File: config.mk
export PLATFORM = sky130hd
export DESIGN_NAME = scan_seq_misr_flat
export DESIGN_NICKNAME = d
export VERILOG_FILES = /design/src/rtl/scan_seq_misr_if.sv /design/src/rtl/scan_seq_misr.sv /design/src/flat_wrapper.sv
export SDC_FILE = /design/constraint.sdc
export NUM_CORES = 1
export LEC_CHECK = 0
export BUFFER_PORTS_ARGS = -buffer_cell sky130_fd_sc_hd__buf_2
export CAP_MARGIN = 20
export CORE_MARGIN = 2
export CORE_UTILIZATION = 55
export DETAILED_ROUTE_END_ITERATION = 8
export PLACE_DENSITY_LB_ADDON = 0.12
export SLEW_MARGIN = 15
export SYNTH_ARGS = -nofsm -noshare
export SYNTH_HDL_FRONTEND = slang
export SYNTH_SLANG_ARGS = --single-unit
File: constraint.sdc
create_clock -name sys_clk -period 3.1 [get_ports sys_clk]
set_input_delay 0.155 -clock sys_clk [delete_from_list [all_inputs] [get_ports sys_clk]]
set_output_delay 0.155 -clock sys_clk [all_outputs]
set_load 0.05 [all_outputs]
File: src/rtl/scan_seq_misr_if.sv
// Scan sequencer bus: run control, status, signature and the four scan pins.
// The master side is the sequencer; the slave side is whatever drives the run
// controls and closes the scan loop through the core.
interface scan_seq_misr_if #(
  parameter int PRPG_W = 16,
  parameter int MISR_W = 16
);
  logic              start;
  logic [15:0]       num_patterns;
  logic [PRPG_W-1:0] seed;
  logic              test_mode;
  logic              test_se;
  logic              test_si;
  logic              test_so;
  logic              busy;
  logic              done;
  logic [MISR_W-1:0] signature;

  modport master (
    input  start, num_patterns, seed, test_so,
    output test_mode, test_se, test_si, busy, done, signature
  );

  modport slave (
    output start, num_patterns, seed, test_so,
    input  test_mode, test_se, test_si, busy, done, signature
  );
endinterface

File: src/rtl/scan_seq_misr.sv
// On-chip scan-test sequencer. A Galois PRPG feeds the load patterns into
// test_si, shift and launch/capture windows are driven on test_se, and the
// unloaded test_so stream is compressed into a Galois MISR whose contents
// are presented as the run signature.
module scan_seq_misr #(
  parameter int                CHAIN_LEN      = 64,
  parameter int                CAPTURE_CYCLES = 2,
  parameter int                PRPG_W         = 16,
  parameter logic [PRPG_W-1:0] PRPG_POLY      = 16'hB400,
  parameter int                MISR_W         = 16,
  parameter logic [MISR_W-1:0] MISR_POLY      = 16'h100B
) (
  input  logic                   sys_clk,
  input  logic                   sys_rst,
  scan_seq_misr_if.master        bus
);

  localparam int CNT_MAX = (CHAIN_LEN > CAPTURE_CYCLES) ? CHAIN_LEN : CAPTURE_CYCLES;
  localparam int CNT_W   = $clog2(CNT_MAX + 1);
  localparam logic [CNT_W-1:0] SHIFT_LAST = CNT_W'(CHAIN_LEN - 1);
  localparam logic [CNT_W-1:0] CAP_LAST   = CNT_W'(CAPTURE_CYCLES - 1);

  typedef enum logic [2:0] {
    IDLE    = 3'd0,
    SHIFT   = 3'd1,
    CAPTURE = 3'd2,
    FLUSH   = 3'd3,
    DONE    = 3'd4
  } state_t;

  state_t            state, state_n;
  logic [CNT_W-1:0]  cnt, cnt_n;
  logic [PRPG_W-1:0] prpg, prpg_n;
  logic [MISR_W-1:0] misr, misr_n;
  logic [15:0]       pat_cnt, pat_cnt_n;
  logic [15:0]       npat, npat_n;
  logic              first, first_n;
  logic              busy_r, busy_n;
  logic              se_r, se_n;
  logic              si_r, si_n;
  logic              done_r, done_n;

  // One right-shift step of the Galois pattern generator.
  function automatic logic [PRPG_W-1:0] prpg_step(input logic [PRPG_W-1:0] p);
    return (p >> 1) ^ (p[0] ? PRPG_POLY : '0);
  endfunction

  // One left-shift step of the signature register, absorbing one scan-out bit.
  function automatic logic [MISR_W-1:0] misr_step(input logic [MISR_W-1:0] m,
                                                  input logic              d);
    logic [MISR_W-1:0] n;
    n    = (m << 1) ^ (m[MISR_W-1] ? MISR_POLY : '0);
    n[0] = n[0] ^ d;
    return n;
  endfunction

  // Next-state, datapath update and next values of the registered outputs.
  always_comb begin
    state_n   = state;
    cnt_n     = cnt;
    prpg_n    = prpg;
    misr_n    = misr;
    pat_cnt_n = pat_cnt;
    npat_n    = npat;
    first_n   = first;

    unique case (state)
      IDLE: begin
        if (bus.start) begin
          npat_n    = bus.num_patterns;
          prpg_n    = (bus.seed == '0) ? PRPG_W'(1) : bus.seed;
          misr_n    = '0;
          pat_cnt_n = '0;
          first_n   = 1'b1;
          cnt_n     = '0;
          state_n   = (bus.num_patterns != 16'd0) ? SHIFT : DONE;
        end
      end
      SHIFT: begin
        prpg_n = prpg_step(prpg);
        // The chain holds no valid response until the first pattern is in.
        if (!first) misr_n = misr_step(misr, bus.test_so);
        if (cnt == SHIFT_LAST) begin
          cnt_n   = '0;
          first_n = 1'b0;
          state_n = CAPTURE;
        end else begin
          cnt_n = cnt + CNT_W'(1);
        end
      end
      CAPTURE: begin
        if (cnt == CAP_LAST) begin
          cnt_n     = '0;
          pat_cnt_n = pat_cnt + 16'd1;
          // Unload of the last pattern needs a pure flush; otherwise the
          // unload overlaps the next load.
          state_n   = (pat_cnt + 16'd1 == npat) ? FLUSH : SHIFT;
        end else begin
          cnt_n = cnt + CNT_W'(1);
        end
      end
      FLUSH: begin
        misr_n = misr_step(misr, bus.test_so);
        if (cnt == SHIFT_LAST) begin
          cnt_n   = '0;
          state_n = DONE;
        end else begin
          cnt_n = cnt + CNT_W'(1);
        end
      end
      DONE: begin
        state_n = IDLE;
      end
      default: begin
        state_n = IDLE;
      end
    endcase

    // Outputs are registered from the upcoming state so they line up with it.
    busy_n = (state_n != IDLE);
    se_n   = (state_n == SHIFT) || (state_n == FLUSH);
    si_n   = (state_n == SHIFT) ? prpg_n[0] : 1'b0;
    done_n = (state_n == DONE);
  end

  // State, datapath and output registers; reset aborts any run in progress.
  always_ff @(posedge sys_clk) begin
    if (sys_rst) begin
      state   <= IDLE;
      cnt     <= '0;
      prpg    <= PRPG_W'(1);
      misr    <= '0;
      pat_cnt <= '0;
      npat    <= '0;
      first   <= 1'b0;
      busy_r  <= 1'b0;
      se_r    <= 1'b0;
      si_r    <= 1'b0;
      done_r  <= 1'b0;
    end else begin
      state   <= state_n;
      cnt     <= cnt_n;
      prpg    <= prpg_n;
      misr    <= misr_n;
      pat_cnt <= pat_cnt_n;
      npat    <= npat_n;
      first   <= first_n;
      busy_r  <= busy_n;
      se_r    <= se_n;
      si_r    <= si_n;
      done_r  <= done_n;
    end
  end

  assign bus.busy      = busy_r;
  assign bus.test_mode = busy_r;
  assign bus.test_se   = se_r;
  assign bus.test_si   = si_r;
  assign bus.done      = done_r;
  assign bus.signature = misr;

endmodule
File: src/flat_wrapper.sv
// flat-port wrapper written by rule: the top's interface ports become plain ports
module scan_seq_misr_flat 
#(
  parameter int                CHAIN_LEN      = 64,
  parameter int                CAPTURE_CYCLES = 2,
  parameter int                PRPG_W         = 16,
  parameter logic [PRPG_W-1:0] PRPG_POLY      = 16'hB400,
  parameter int                MISR_W         = 16,
  parameter logic [MISR_W-1:0] MISR_POLY      = 16'h100B
)
  (sys_clk, sys_rst, bus_start, bus_num_patterns, bus_seed, bus_test_so, bus_test_mode, bus_test_se, bus_test_si, bus_busy, bus_done, bus_signature);
  scan_seq_misr_if #(.PRPG_W(PRPG_W), .MISR_W(MISR_W)) bus_i ();
  input  logic sys_clk;
  input  logic sys_rst;
  input wire logic [$bits(bus_i.start)-1:0] bus_start;
  input wire logic [$bits(bus_i.num_patterns)-1:0] bus_num_patterns;
  input wire logic [$bits(bus_i.seed)-1:0] bus_seed;
  input wire logic [$bits(bus_i.test_so)-1:0] bus_test_so;
  output wire logic [$bits(bus_i.test_mode)-1:0] bus_test_mode;
  output wire logic [$bits(bus_i.test_se)-1:0] bus_test_se;
  output wire logic [$bits(bus_i.test_si)-1:0] bus_test_si;
  output wire logic [$bits(bus_i.busy)-1:0] bus_busy;
  output wire logic [$bits(bus_i.done)-1:0] bus_done;
  output wire logic [$bits(bus_i.signature)-1:0] bus_signature;
  assign bus_i.start = bus_start;
  assign bus_i.num_patterns = bus_num_patterns;
  assign bus_i.seed = bus_seed;
  assign bus_i.test_so = bus_test_so;
  assign bus_test_mode = bus_i.test_mode;
  assign bus_test_se = bus_i.test_se;
  assign bus_test_si = bus_i.test_si;
  assign bus_busy = bus_i.busy;
  assign bus_done = bus_i.done;
  assign bus_signature = bus_i.signature;
  scan_seq_misr #(.CHAIN_LEN(CHAIN_LEN), .CAPTURE_CYCLES(CAPTURE_CYCLES), .PRPG_W(PRPG_W), .PRPG_POLY(PRPG_POLY), .MISR_W(MISR_W), .MISR_POLY(MISR_POLY)) u_core (.sys_clk(sys_clk), .sys_rst(sys_rst), .bus(bus_i));
endmodule
=== After elaboration in Yosys (flattened, before gate mapping) ===
Cells that the tools add are included.

* Register bits after elaboration: 79
* Input port bits: 36
* Output and inout port bits: 21

* Add/sub/neg operators: 2
* Equality and inequality tests: 13
* Muxes and demuxes: 24
* Bitwise gates (word level): 4
* Reduce and logical (&&, ||, !) cells: 17

{| class="wikitable"
|+ Operators with widths
! operator !! count
|-
| 16-bit two-way mux || 6
|-
| 16-bit one-hot mux with 2 select lines || 2
|-
| 16-bit one-hot mux with 3 select lines || 1
|-
| 7-bit two-way mux || 3
|-
| 7-bit one-hot mux with 3 select lines || 1
|-
| 16-bit by 1-bit adder with 16-bit output (second input constant) || 1
|-
| 16-bit == test || 1
|-
| 16-bit zero test || 1
|-
| 16-bit nonzero test || 1
|-
| 15-bit by 16-bit bitwise XOR with 16-bit output || 1
|-
| 16-bit bitwise XOR || 1
|-
| 3-bit two-way mux || 5
|-
| 13-bit two-way mux || 1
|-
| 3-bit one-hot mux with 4 select lines || 1
|-
| 3-bit by 2-bit == test with 1-bit output (second input constant) || 3
|-
| 3-bit AND reduction || 3
|-
| 3-bit nonzero test || 3
|-
| 7-bit by 1-bit adder with 7-bit output (second input constant) || 1
|-
| 7-bit by 1-bit == test with 1-bit output (second input constant) || 1
|-
| 7-bit by 6-bit == test with 1-bit output (second input constant) || 1
|-
| 3-bit by 1-bit == test with 1-bit output (second input constant) || 2
|-
| 2-bit AND reduction || 3
|-
| 2-bit by 1-bit != test with 1-bit output (second input constant) || 2
|-
| 2-bit != test (second input constant) || 2
|-
| 10 further kinds || 13
|}

=== Longest topological paths before layout ===
* Depth in word-level cells: 8
* Mapped depth: 9

=== Worst setup path before layout ===
No wires, ideal clock.

* Kind: register to register
* Start: register u_core.pat_cnt[0]
* End: register u_core.si_r, in the netlist u_core.bus.test_si
* Setup time: 0.116 ns
* Arrival time: 2.269 ns
* Required time: 2.984 ns
* Slack: 0.715 ns
* Cell stages (with the launch flop): 9
* Buffers on the path: 1
* Clock period less this slack: 2.385 ns
* Path through: dfxtp_1 > ha_1 > nand3_1 > buf_2 > or3_1 > o32ai_1 > o2111ai_1 > or4b_4 > and4_1

* Longest elaborated chain between the ends: 8

{| class="wikitable"
|+ RTL lines
! item !! line !! RTL
|-
| start, declared || scan_seq_misr.sv:35 || <nowiki>logic [15:0] pat_cnt, pat_cnt_n;</nowiki>
|-
| start signal, assigned || scan_seq_misr.sv:145 || <nowiki>pat_cnt <= pat_cnt_n;</nowiki>
|-
| 16-bit by 1-bit adder with 16-bit output || scan_seq_misr.sv:97 || <nowiki>state_n = (pat_cnt + 16'd1 == npat) ? FLUSH : SHIFT;</nowiki>
|-
| 16-bit == test || scan_seq_misr.sv:97 ||
|-
| 2-bit two-way mux || scan_seq_misr.sv:97 ||
|-
| 3-bit two-way mux || scan_seq_misr.sv:92 || <nowiki>if (cnt == CAP_LAST) begin</nowiki>
|-
| 3-bit one-hot mux with 4 select lines || scan_seq_misr.sv:67 || <nowiki>unique case (state)</nowiki>
|-
| 3-bit by 1-bit == test with 1-bit output || scan_seq_misr.sv:122 || <nowiki>si_n = (state_n == SHIFT) ? prpg_n[0] : 1'b0;</nowiki>
|-
| 1-bit inverter (no line) || -- ||
|-
| 2-bit OR reduction (no line) || -- ||
|-
| end signal, assigned || scan_seq_misr.sv:150 || <nowiki>si_r <= si_n;</nowiki>
|-
| end, declared || scan_seq_misr.sv:40 || <nowiki>logic si_r, si_n;</nowiki>
|}

No other way between the ends.
A chain may end at the register's enable or synchronous reset.

=== Worst setup path in the final report ===
Same ends and word-level chain as after synthesis.

==> results_dict.tcl <==
set metrics [dict create \
    status "finished clean" \
    power_frac_comb 0.120 \
    cts_sinks 79 \
    power_w 0.00209 \
    critical_path_required_ps 3330 \
    cts_root_buf "clkbuf_8" \
    cts_hold_buf 0 \
    finalSetupViolCount 0 \
    pwr-share-seq 0.518 \
    arrival_ps 2840 \
    num_io_pins 57 \
    synth_cell_types 53 \
    slew_violations 0 \
    drc 0 \
    start_kind "flop" \
    end_kind "flop" \
    peakVddDrop_mv 0.345 \
    synth_area_sq_um 3940 \
    timing.hold.ws_ps 48.9 \
    yosysSeqAreaShare 0.401 \
    power.leakage_nw 1.67 \
    ys_seq_elements 79 \
    switchingPower_w 0.000574 \
    firstDrtPassIters 5 \
    final_util 0.641 \
    dp_hpwl_microns 6270 \
    drtIter0Drc 276 \
    via_per_inst 5.75 \
    nNetsFinal 576 \
    diodes 0 \
    switching_share 0.274 \
    first_global_vias 3042 \
    critPathKind "reg -> reg" \
    port_buffers 56 \
    grt_start_max_net_pins 53 \
    power.clock.fraction 0.363 \
    grt.overflow.total 0 \
    final_area_sq_um 4400 \
    postRouteWirelength_microns 8990 \
    cts.path.max_buffers 2 \
    core_area_sq_um 6870 \
    maxCapViolations 0 \
    cts_tree "done" \
    tightestPinTransition_ps 960 \
    path_clk_slew_ps 90 \
    min_path_type "in -> reg" \
    period_share 0.841 \
    start_util 0.574 \
    htreeDepth 3 \
    synth_top_area_cell "dfxtp_1" \
    path_max_fanout 12 \
    die_w_microns 88.6 \
    antenna_found_initial 0 \
    synth_ff_type "dfxtp_1" \
    cts_buffers 9 \
    drive_gt1_frac 0.161 \
    vias 3664 \
    die_h_microns 88.6 \
    rsz0062_at_grt "false" \
    clk_latency_ps 350 \
    grt_pass1_wl_microns 14600 \
    synth_edf_count 0 \
    post_drt_wl_per_cell_microns 14.1 \
    fin_setup_tns_ps 0 \
    synthToLayoutAreaGrowth_pct 11.7 \
    hold_viol_final 0 \
    yosys-top-cells-count "79 x dfxtp_1, 77 x nand2_1, 73 x a21oi_1" \
    powerDensity_nw_per_um2 476 \
    fmax_ghz 0.384 \
    ctsResizeCount 0 \
    dpl-instance-area_sq_um 4210 \
    clock_skew_ps 14.9 \
    max-slew-margin-rel 0.360 \
    track_usage 0.236 \
    syn_area_per_cell_sq_um 7.88 \
    antenna_left 0 \
    netlist_instances 500 \
    rows 30 \
    p_int_w 0.00152 \
    min_period_ps 2610 \
    synth_nets 539 \
    postCtsSetupBuffers 0 \
    yosysMostFrequentCell "dfxtp_1" \
    place_congestion 0.928 \
    synth_area_leaders "dfxtp_1 40%, a21oi_1 9.3%, nand2_1 7.3%" \
    ys_warn_count 0 \
    ys_async_sr_fraction 0 \
    die_area_sq_um 7860 \
    synth_top_area_frac 0.401 \
]
[layer usage]
metal	GRT usage	vias to the layer above	part of all wire
met5	0	-	0
met4	0.0702	0	0.0089
met3	0.0401	6	0.056
met2	0.340	114	0.44
met1	0.359	1697	0.49
li1	-	1847	-
[layout by cell type (no fill, tap or decap), types with 9 or more instances in the layout]
cell	netlist	final
dfxtp_1	79	79
nand4_1	10	10
buf_4	2	9
a22oi_1	10	10
buf_2	2	56
nand2_1	77	77
o21ai_0	15	15
nor4_1	16	16
xnor2_1	16	16
xor2_1	15	15
nand3_1	29	29
nor2_1	42	41
a21oi_1	73	73
clkbuf_8	1	9
[area by class of cell]
| cell class | count | area (sq um) |
|---|---|---|
| clock buffers | 9 | 124 |
| clock inverters | 6 | 68.8 |
| fillers | 622 | 2470 |
| inverters | 5 | 18.8 |
| multi-input cells | 377 | 2140 |
| flip-flops and latches | 79 | 1580 |
| well taps | 96 | 120 |
| repair buffers | 65 | 348 |
[path summary, 6_finish.rpt]
path	slack (ps)	endpoint	from	cells after the start
worst max-delay path	490	u_core.bus.test_si$_SDFF_PP0_	u_core.pat_cnt[0]$_SDFFE_PP0P_	8
worst max register to register	490	u_core.bus.test_si$_SDFF_PP0_	u_core.pat_cnt[0]$_SDFFE_PP0P_	8
worst min register to register	460	u_core.prpg[9]$_SDFFE_PP0P_	u_core.prpg[9]$_SDFFE_PP0P_	2
worst min-delay path	50	u_core.npat[6]$_SDFFE_PP0P_	bus_num_patterns[6]	3
[worst max-delay path, cell delays in order, from the launching register on]
cell       delay, ps
dfxtp_1          440
ha_1             270
nand3_1          140
buf_4            210
or3_1            380
o32ai_1          130
o2111ai_1        140
or4b_4           570
and4_1           220
[stage by stage]
step                      worst slack, ps  cells
final                                 494    637
after floorplan                       715    500
after detailed placement              553    622
after global placement                652    622
after CTS                             527    637
after global routing                  330    637
[registers in the layout, indices dropped and copies added (netlist names), 3 cells and up]
| name | cells |
|---|---|
| u_core.npat | 16 |
| u_core.bus.signature | 16 |
| u_core.pat_cnt | 16 |
| u_core.cnt | 7 |
| u_core.state | 3 |
| u_core.prpg | 16 |
[logic make-up after synthesis]
group	share of synthesized area
flip-flops	0.401
AO/OA/AOI/OAI	0.184
AND/OR/NAND/NOR	0.272
XOR/XNOR	0.0746
buffers and inverters	0.0559
adder cells (fa/ha/maj)	0.00953
multiplexers	0.00254
[power groups by stage]
| stage | logic, W | registers [W] | clock network, W |
|---|---|---|---|
| floorplan | 0.000169 | 0.00111 | 0 |
| global placement | 0.000245 | 0.00111 | 0 |
| detailed placement | 0.000248 | 0.00111 | 0 |
| CTS | 0.000250 | 0.00108 | 0.000772 |
| global route | 0.000281 | 0.00109 | 0.000810 |
| finish | 0.000251 | 0.00108 | 0.000759 |
No activity file was read; power rests on OpenSTA's default activity.
